### config.mk
export PLATFORM = sky130hd
export DESIGN_NAME = wtm_pipe
export DESIGN_NICKNAME = d
export VERILOG_FILES = /design/src/rtl/wtm_pkg.sv /design/src/rtl/fulladder.sv /design/src/rtl/halfadder.sv /design/src/rtl/wtm_reduce.sv /design/src/rtl/wtm_pipe.sv
export SDC_FILE = /design/constraint.sdc
export NUM_CORES = 1
export LEC_CHECK = 0
export CAP_MARGIN = 20
export CELL_PAD_IN_SITES_DETAIL_PLACEMENT = 0
export CELL_PAD_IN_SITES_GLOBAL_PLACEMENT = 1
export CORE_ASPECT_RATIO = 1.75
export CORE_MARGIN = 1
export CORE_UTILIZATION = 45
export DETAILED_ROUTE_END_ITERATION = 8
export DONT_BUFFER_PORTS = 1
export PLACE_DENSITY = 0.71
export SETUP_SLACK_MARGIN = 0.3
export SLEW_MARGIN = 15
export SYNTH_ARGS = -nofsm -noshare
export SYNTH_HDL_FRONTEND = slang
export SYNTH_SLANG_ARGS = --single-unit
### constraint.sdc
create_clock -name clk -period 7.1 [get_ports clk]
set_input_delay 1.42 -clock clk [delete_from_list [all_inputs] [get_ports clk]]
set_output_delay 1.42 -clock clk [all_outputs]
set_load 0.03 [all_outputs]
### src/rtl/wtm_pkg.sv
// Shared constants and elaboration-time helpers for the pipelined Wallace-tree multiplier.
// WTM_LAT lets consumers delay side-band data to line up with prod.
package wtm_pkg;

   localparam int WTM_LAT   = 3;
   localparam int WTM_W_MIN = 4;
   localparam int WTM_W_MAX = 32;

   function automatic bit wtm_width_ok(input int w);
      return (w >= WTM_W_MIN) && (w <= WTM_W_MAX);
   endfunction

   // Rows remaining after s levels of 3:2 compression, starting from n rows.
   function automatic int wtm_rows(input int n, input int s);
      int r;
      r = n;
      for (int i = 0; i < s; i++) begin
         if (r > 2) r = 2 * (r / 3) + (r % 3);
      end
      return r;
   endfunction

   function automatic int wtm_levels(input int n);
      int s;
      s = 0;
      for (int i = 0; i < 16; i++) begin
         if (wtm_rows(n, s) > 2) s++;
      end
      return s;
   endfunction

   // Static occupancy of the initial matrix: rows 0..w-1 are shifted partial
   // products, row w holds the Baugh-Wooley correction constant.
   function automatic bit wtm_live(input int w, input int row, input int col);
      if (row < w) return (col >= row) && (col <= row + w - 1);
      return (col == w) || (col == 2 * w - 1);
   endfunction

endpackage

### src/rtl/fulladder.sv
// 3:2 compressor cell.
module fulladder (
   input  logic x,
   input  logic y,
   input  logic z,
   output logic s,
   output logic c
);
   assign s = x ^ y ^ z;
   assign c = (x & y) | (z & (x ^ y));
endmodule

### src/rtl/halfadder.sv
// 2:2 compressor cell.
module halfadder (
   input  logic x,
   input  logic y,
   output logic s,
   output logic c
);
   assign s = x ^ y;
   assign c = x & y;
endmodule

### src/rtl/wtm_reduce.sv
// Partial-product generation (plain or Baugh-Wooley) and Wallace reduction
// down to a sum row and a carry row, both truncated to 2W bits.
module wtm_reduce
   import wtm_pkg::*;
#(
   parameter int W = 8
) (
   input  logic [W-1:0]   a,
   input  logic [W-1:0]   b,
   input  logic           is_signed,
   output logic [2*W-1:0] sum_row,
   output logic [2*W-1:0] carry_row
);

   localparam int N0 = W + 1;
   localparam int NL = wtm_levels(N0);
   localparam int P  = 2 * W;

   logic [P-1:0] m [NL+1][N0];

   for (genvar i = 0; i < W; i++) begin : g_pp
      logic [W-1:0] t;
      for (genvar j = 0; j < W; j++) begin : g_bit
         localparam bit INV = (i == W - 1) != (j == W - 1);
         if (INV) begin : g_inv
            assign t[j] = (a[j] & b[i]) ^ is_signed;
         end else begin : g_pos
            assign t[j] = a[j] & b[i];
         end
      end
      assign m[0][i] = P'(t) << i;
   end
   assign m[0][W] = is_signed ? ((P'(1) << W) | (P'(1) << (P - 1))) : '0;

   for (genvar s = 0; s < NL; s++) begin : g_lvl
      localparam int NI = wtm_rows(N0, s);
      localparam int NG = NI / 3;
      localparam int NO = wtm_rows(N0, s + 1);

      for (genvar g = 0; g < NG; g++) begin : g_csa
         logic [P-1:0] sv;
         logic [P-2:0] cv;
         // Level 0 knows which matrix bits are structurally zero; deeper levels do not.
         for (genvar j = 0; j < P - 1; j++) begin : g_col
            localparam bit L0 = (s != 0) || wtm_live(W, 3 * g, j);
            localparam bit L1 = (s != 0) || wtm_live(W, 3 * g + 1, j);
            localparam bit L2 = (s != 0) || wtm_live(W, 3 * g + 2, j);
            localparam int NLIVE = int'(L0) + int'(L1) + int'(L2);
            localparam int XA = L0 ? 3 * g : 3 * g + 1;
            localparam int YA = L2 ? 3 * g + 2 : 3 * g + 1;
            if (NLIVE == 3) begin : g_fa
               fulladder u_fa (
                  .x(m[s][3*g][j]), .y(m[s][3*g+1][j]), .z(m[s][3*g+2][j]),
                  .s(sv[j]), .c(cv[j])
               );
            end else if (NLIVE == 2) begin : g_ha
               halfadder u_ha (.x(m[s][XA][j]), .y(m[s][YA][j]), .s(sv[j]), .c(cv[j]));
            end else begin : g_wire
               assign sv[j] = m[s][3*g][j] | m[s][3*g+1][j] | m[s][3*g+2][j];
               assign cv[j] = 1'b0;
            end
         end
         assign sv[P-1] = m[s][3*g][P-1] ^ m[s][3*g+1][P-1] ^ m[s][3*g+2][P-1];
         assign m[s+1][2*g]     = sv;
         assign m[s+1][2*g + 1] = {cv, 1'b0};
      end

      for (genvar k = 0; k < NI - 3 * NG; k++) begin : g_pass
         assign m[s+1][2*NG + k] = m[s][3*NG + k];
      end
      for (genvar r = NO; r < N0; r++) begin : g_idle
         assign m[s+1][r] = '0;
      end
   end

   assign sum_row   = m[NL][0];
   assign carry_row = m[NL][1];

endmodule

### src/rtl/wtm_pipe.sv
// Three-stage streaming W x W multiplier: operand register, reduced sum/carry
// register, product register, each with its own valid and collapsing bubbles.
module wtm_pipe
   import wtm_pkg::*;
#(
   parameter int W = 8
) (
   input  logic           clk,
   input  logic           rst_n,
   input  logic           in_valid,
   output logic           in_ready,
   input  logic [W-1:0]   a,
   input  logic [W-1:0]   b,
   input  logic           is_signed,
   output logic           out_valid,
   input  logic           out_ready,
   output logic [2*W-1:0] prod
);

   if (!wtm_width_ok(W)) begin : g_bad_width
      $error("wtm_pipe: W must lie in 4..32");
   end

   // Handshake: a transfer happens on a rising edge where valid && ready;
   // a producer holding valid keeps its data stable until that edge.
   logic           v1, v2, v3;
   logic           ld1, ld2, ld3;
   logic [W-1:0]   a1, b1;
   logic           sg1;
   logic [2*W-1:0] sum_n, car_n, sum2, car2, prod_n, prod3;

   assign ld3       = !v3 || out_ready;
   assign ld2       = !v2 || ld3;
   assign ld1       = !v1 || ld2;
   assign in_ready  = ld1;
   assign out_valid = v3;
   assign prod      = prod3;

   wtm_reduce #(.W(W)) u_reduce (
      .a         (a1),
      .b         (b1),
      .is_signed (sg1),
      .sum_row   (sum_n),
      .carry_row (car_n)
   );

   assign prod_n = sum2 + car2;

   always_ff @(posedge clk or negedge rst_n) begin
      if (!rst_n) begin
         v1 <= 1'b0;
         v2 <= 1'b0;
         v3 <= 1'b0;
      end else begin
         if (ld1) v1 <= in_valid;
         if (ld2) v2 <= v1;
         if (ld3) v3 <= v2;
      end
   end

   // Data only moves with a valid beat, so prod keeps its last result across bubbles.
   always_ff @(posedge clk or negedge rst_n) begin
      if (!rst_n) begin
         a1    <= '0;
         b1    <= '0;
         sg1   <= 1'b0;
         sum2  <= '0;
         car2  <= '0;
         prod3 <= '0;
      end else begin
         if (ld1 && in_valid) begin
            a1  <= a;
            b1  <= b;
            sg1 <= is_signed;
         end
         if (ld2 && v1) begin
            sum2 <= sum_n;
            car2 <= car_n;
         end
         if (ld3 && v2) prod3 <= prod_n;
      end
   end

endmodule

==> results.ini, run 1 <==
[routing]
vias = 2704
ant_nets = 0
drc = 0
via_per_inst = 5.083
drtIter0Drc = 89
wl_per_cell_um = 14.52
wl_um = 7723
firstDrtPassIters = 4

[global_route]
grt_pass1_wl_um = 13590
gr-total-overflow = 0
antenna_found_initial = 0
grt_use_total_pct = 17.37
grt_max_degree = 64
grt_pass1_vias = 2894

[critical_path]
end_kind = register
cp_slowest_stage_delay_ps = 860
path_buf_inv = 2
crit_path_top_delay_cell = dfrtp_1
critPathMostFrequentCell = fa_1
critical_path_arrival_ps = 3690
start_kind = register
required_ps = 7300
crit_family = adder cells
reg2reg_from = sg1
crit_fanout = 16
regToRegEndpoint = sum2[7]
rr_worst_depth = 8
critPathKind = register to register
reg2reg_slack_ps = 3610
crit_chain = xor2_1 > fa_1 > fa_1 > inv_1 > fa_1 > inv_1 > fa_1 > o21ai_0

[timing]
min_period_over_period_pct = 49.19
slew_violations = 0
fmax_mhz = 286.3
skew_ps = 4.933
hold_viol = 0
period_needed_ps = 3493
setup-tns-final_ps = 0
setup-violations-final = 0
rsz0062_at_grt = no
maxSlewHeadroom_pct = 43.98
tightest_slew_ps = 838.2

[synth]
yosysMostFrequentCell = nand2_1
synth_edf_count = 0
yosysWarnings = 0
synth_top_cell_by_area = dfrtp_1
syn-num-nets = 507
async_flop_share_pct = 100.0
avgSynthCellArea_um2 = 10.63
synth_area_um2 = 4410
synthTopCellsByArea = dfrtp_1 (36%), fa_1 (17%), mux2_2 (9.4%)
netlist_instances = 415
yosys-top-cells-count = nand2_1 (84), dfrtp_1 (63), fa_1 (38), mux2_2 (37)
ys_types = 37
yosysTopAreaCellShare_pct = 35.74
ys_seq_area_share_pct = 35.74
ys_ff_latch = 63
synth_flop_cell = dfrtp_1

[clocking]
clock-root-buffer = clkbuf_16
clk_pin_slew_ps = 50
ctsHoldBuffers = 0
numCtsBuffers = 9
htree_levels = 3
clock_sinks = 63
cts_buffer_depth = 2
cts_setup_buffers = 0
cts_tree = done
clock_latency_ps = 330
cts_resized = 0

[power]
power_switching_share_pct = 41.26
vdd_drop_max_mv = 0.1572
seq_power_share_pct = 34.3
intPower_w = 0.001155
power.switching_w = 0.0008115
clkPwrFrac_pct = 20.0
p_leak_nw = 2.217
p_total_w = 0.001967
powerDensity_nw_per_um2 = 415.3
comb_power_share_pct = 45.7

[run]
maxCapViolCount = 0

[floorplanning]
dieArea_um2 = 10220
die_x_um = 76.84
die_h_um = 133.0
coreArea_um2 = 9468
ioPinCount = 39
initial_core_util_pct = 46.58
rows = 47

[min_path]
whs_endpoint = prod[2]
whs_path_depth = 2
min_path_type = register to register
min_from = sum2[2]

[run_status]
outcome = finished clean

[cells_and_area]
postLayoutCellArea_um2 = 4736
drive_above_1_share_pct = 13.90
area.growth.synth_to_final_pct = 7.376
nNetsFinal = 497
antennaDiodeCount = 0

[place]
hpwlAfterDp_um = 6008
portBuffers = 0
post_dp_cell_area_um2 = 4469
place.gp.congestion = 0.8639

[worst max path at each step]
stage                   start       end  slack [ps]  cells past startpoint
floorplan           out_ready  in_ready        3820                      2
global placement          sg1   sum2[7]        3660                      8
detailed placement        sg1   sum2[7]        3590                      8
CTS                       sg1   sum2[7]        3590                      8
global route              sg1   sum2[7]        3440                      8
finish                    sg1   sum2[7]        3610                      8
[power by group through the flow]
stage | combinational [W] | clock, W | sequential [W]
2_1_floorplan | 0.000778 | 0 | 0.000629
3_3_place_gp | 0.000892 | 0 | 0.000682
3_5_place_dp | 0.000917 | 0 | 0.000685
4_1_cts | 0.000925 | 0.000410 | 0.000679
5_1_grt | 0.00107 | 0.000426 | 0.000696
6_report | 0.000898 | 0.000394 | 0.000675
[per-layer routing]
metal | wire length (µm) | up-vias | share of wire (%) | track usage, %
li1 | - | 1324 | - | -
met1 | 3255 | 1326 | 42 | 19.37
met2 | 3966 | 42 | 51 | 30.41
met3 | 349 | 12 | 4.5 | 5.241
met4 | 151 | 0 | 2.0 | 7.051
met5 | 0 | - | 0 | 0
[logic make-up after synthesis]
family,synth area share (%)
adder cells (fa/ha/maj),26.61
flip-flops,35.74
XOR/XNOR,3.972
AO/OA/AOI/OAI,5.475
AND/OR/NAND/NOR,13.39
buffers and inverters,5.106
multiplexers,9.702
[tightest hold or removal path, stage by stage (launching register included)]
cell	delay, ps
dfrtp_1	350
nand2_1	50
nand2_1	50
[cells in the final DEF, fill, tap and decap left out, types with 4 or more instances in the layout]
master and instances:
o21ai_0 14, xor2_1 5, xnor2_1 15, clkbuf_16 9, a21oi_1 9, fa_1 38
ha_1 33, nand2_1 84, mux2_2 37, nor3_1 4, dfrtp_1 63, inv_1 33
nand2b_1 6, and2_1 23
[state kept, by name (all words and copies together) (netlist names)]
signal,flops
car2,11
out_valid,1
prod,16
v1,1
b1,8
v2,1
a1,8
sum2,16
sg1,1
[metrics by stage]
step	hold slack (ps)	utilization [%]	cells	worst slack, ps
after floorplan	433.1	-	415	3821
after global placement	460.1	47.21	516	3661
after detailed placement	468.8	47.21	516	3594
after CTS	484.4	50.02	532	3588
after global routing	499.7	50.02	532	3435
final	479.1	50.02	532	3607
[cell type report]
class	instances	area, µm²
Sequential cell	63	1577
Tap cell	122	152.6
Fill cell	868	4732
Clock inverter	6	37.54
Timing Repair Buffer	1	7.507
Multi-Input combinational cell	297	2609
Clock buffer	10	229.0
Inverter	33	123.9
(Power assumes the default switching activity.)
==> run 2, diff against run 1 <==
PLACE_DENSITY = 0.74   (was 0.71)
clock period = 3.2 ns   (was 7.1 ns; I/O delays follow)
==> run 2 against run 1 <==
  * Clock-buffer cell count is 1 higher
  * Highest routed layer unchanged
  * Global-route usage is 0.95 points higher
  * Worst hold slack worse by 320 ps
  * Clock power grew to 2.7 times the previous value
  * Critical endpoint is now sum2[9]
  * Sequential power is 120% higher
  * First-iteration DRC count is 28% higher
  * Cell count is 3.9% higher
==> results.ini, run 2 (same netlist as run 1, synthesis figures left out) <==
[global_route]
antenna_found_initial = 0  ; unchanged
grt_pass1_vias = 3011  ; was 2894
grt_max_degree = 64  ; unchanged
gr-total-overflow = 0  ; unchanged
grt_pass1_wl_um = 14320  ; was 13590 µm
grt_use_total_pct = 18.31  ; was 17.37%

[timing]
maxSlewHeadroom_pct = 44.90  ; was 43.98%
fmax_mhz = 341.4  ; was 286.3 MHz
slew_violations = 0  ; unchanged
setup-violations-final = 0  ; unchanged
skew_ps = 5.129  ; was 4.933 ps
hold_viol = 0  ; unchanged
setup-tns-final_ps = 0  ; unchanged
hold_slack_ps = 163.7  ; was 479.1 ps
rsz0062_at_grt = yes  ; was no
tightest_slew_ps = 824.5  ; was 838.2 ps
period_needed_ps = 2929  ; was 3493 ps
min_period_over_period_pct = 91.53  ; was 49.19%

[power]
p_leak_nw = 2.372  ; was 2.217 nW
vdd_drop_max_mv = 0.3910  ; was 0.1572 mV
powerDensity_nw_per_um2 = 943.7  ; was 415.3 nW/µm²

[critical_path]
required_ps = 3420  ; was 7300 ps
path_buf_inv = 1  ; was 2
start_kind = register  ; unchanged
reg2reg_from = sg1  ; unchanged
critical_path_arrival_ps = 3140  ; was 3690 ps
critPathMostFrequentCell = fa_1  ; unchanged
rr_worst_depth = 7  ; was 8
cp_slowest_stage_delay_ps = 570  ; was 860 ps
crit_family = adder cells  ; unchanged
crit_path_top_delay_cell = fa_1  ; was dfrtp_1
critPathKind = register to register  ; unchanged
regToRegEndpoint = sum2[9]  ; was sum2[7]
crit_chain = buf_6 > xnor2_2 > ha_1 > fa_1 > fa_1 > fa_2 > mux2_2  ; was xor2_1 > fa_1 > fa_1 > inv_1 > fa_1 > inv_1 > fa_1 > o21ai_0
reg2reg_slack_ps = 270  ; was 3610 ps
end_kind = register  ; unchanged
crit_fanout = 5  ; was 16

[place]
portBuffers = 0  ; unchanged
hpwlAfterDp_um = 6460  ; was 6008 µm
place.gp.congestion = 0.9054  ; was 0.8639

[floorplanning]
dieArea_um2 = 10220  ; unchanged
die_x_um = 76.84  ; unchanged
initial_core_util_pct = 46.58  ; unchanged
coreArea_um2 = 9468  ; unchanged
rows = 47  ; unchanged
die_h_um = 133.0  ; unchanged
ioPinCount = 39  ; unchanged

[cells_and_area]
drive_above_1_share_pct = 27.84  ; was 13.90%
area.growth.synth_to_final_pct = 15.83  ; was 7.376%
antennaDiodeCount = 0  ; unchanged
nNetsFinal = 518  ; was 497
multiInputGateArea_um2 = 2699  ; was 2609 µm²
final-seq-area_um2 = 1595  ; was 1577 µm²
nFillCells = 816  ; was 868
mostFrequentLayoutCells = nand2_1 (77), dfrtp_1 (48), mux2_2 (37), fa_1 (32), ha_1 (31)  ; was nand2_1 (84), dfrtp_1 (63), fa_1 (38), mux2_2 (37)
final_common_cell = nand2_1  ; unchanged

[run_status]
outcome = finished clean  ; unchanged

[clocking]
htree_levels = 3  ; unchanged
cts_tree = done  ; unchanged
clock_latency_ps = 330  ; about the same
clk_pin_slew_ps = 50  ; about the same
clock-root-buffer = clkbuf_16  ; unchanged
clock_sinks = 63  ; unchanged
numCtsBuffers = 9  ; unchanged
cts_buffer_depth = 2  ; unchanged

[routing]
wl_um = 8583  ; was 7723 µm
vias = 2828  ; was 2704
firstDrtPassIters = 5  ; was 4
via_per_inst = 5.114  ; was 5.083
ant_nets = 0  ; unchanged
drc = 0  ; unchanged
drtIter0Drc = 114  ; was 89
wl_per_cell_um = 15.52  ; was 14.52 µm

[run]
maxCapViolCount = 0  ; unchanged

[min_path]
min_path_type = input pin to asynchronous set/reset pin  ; was register to register

-- run 2: cell types whose count changed in the layout (fill, tap and decap cells not counted), moves of 4 or more --
| cell | delta |
|---|---|
| xnor2_2 | +4 |
| nand2_2 | +7 |
| fa_2 | +6 |
| dfrtp_1 | -15 |
| dfrtp_2 | +15 |
| o21ai_1 | +4 |
| fa_1 | -6 |
| inv_1 | -4 |
| o21ai_0 | -4 |
| inv_2 | +4 |
| buf_4 | +17 |
| nand2_1 | -7 |
| xnor2_1 | -4 |
-- run 2: cell type report --
class                   instances  area share (%)
inverters                      33           2.425
repair buffers                 22           4.017
clock buffers                  11           4.947
well taps                     122           2.988
multi-input cells             297           52.83
clock inverters                 5           1.567
flip-flops and latches         63           31.23
-- run 2: worst max-delay path by stage --
stage / startpoint / end / depth (start not counted)
2_1_floorplan: b1[0] / sum2[7] / 10
3_3_place_gp: a1[5] / sum2[9] / 7
3_5_place_dp: a1[2] / sum2[5] / 8
4_1_cts: sg1 / sum2[8] / 10
5_1_grt: b1[3] / sum2[8] / 9
6_report: sg1 / sum2[9] / 7
-- run 2: worst register-to-register path: stages (launching register included) --
cell and delay [ps]:
dfrtp_2 460, buf_6 160, xnor2_2 130, ha_1 320, fa_1 570, fa_1 450, fa_2 460, mux2_2 260
-- run 2: per-stage QoR --
stage	util, %	worst slack [ps]	area [µm²]	std cells	power, W
floorplan	-	297.7	4464	415	0.003150
finish	53.96	271.0	5109	553	0.004821
global placement	47.81	214.4	4527	522	0.003526
detailed placement	47.81	178.5	4527	522	0.003619
global route	53.96	208.2	5109	553	0.005278
CTS	53.10	253.6	5027	550	0.004811
-- run 2: routing by layer --
layer / vias to the layer above / global-route usage (%) / share of wire [%]
met5: - / 0 / 0
met4: 0 / 10.15 / 3.7
met3: 23 / 3.931 / 3.7
met2: 58 / 32.34 / 53
met1: 1374 / 20.06 / 40
li1: 1373 / - / -
-- run 2: timing repair --
item,4_1_cts,5_1_grt
hold buffers,1,0
resized for setup,21,20
pin swaps,8,18
endpoints found under the setup margin,12,14
gates cloned,0,0
buffers inserted,11,3
endpoints found under the hold margin,63,0
-- run 2: power breakdown --
part	leakage (nW)	switching (W)	internal (W)
clock network	0.158	0.000357	0.000722
registers	0.751	0.000402	0.00108
logic	1.46	0.00115	0.00111
total	2.37	0.00191	0.00291
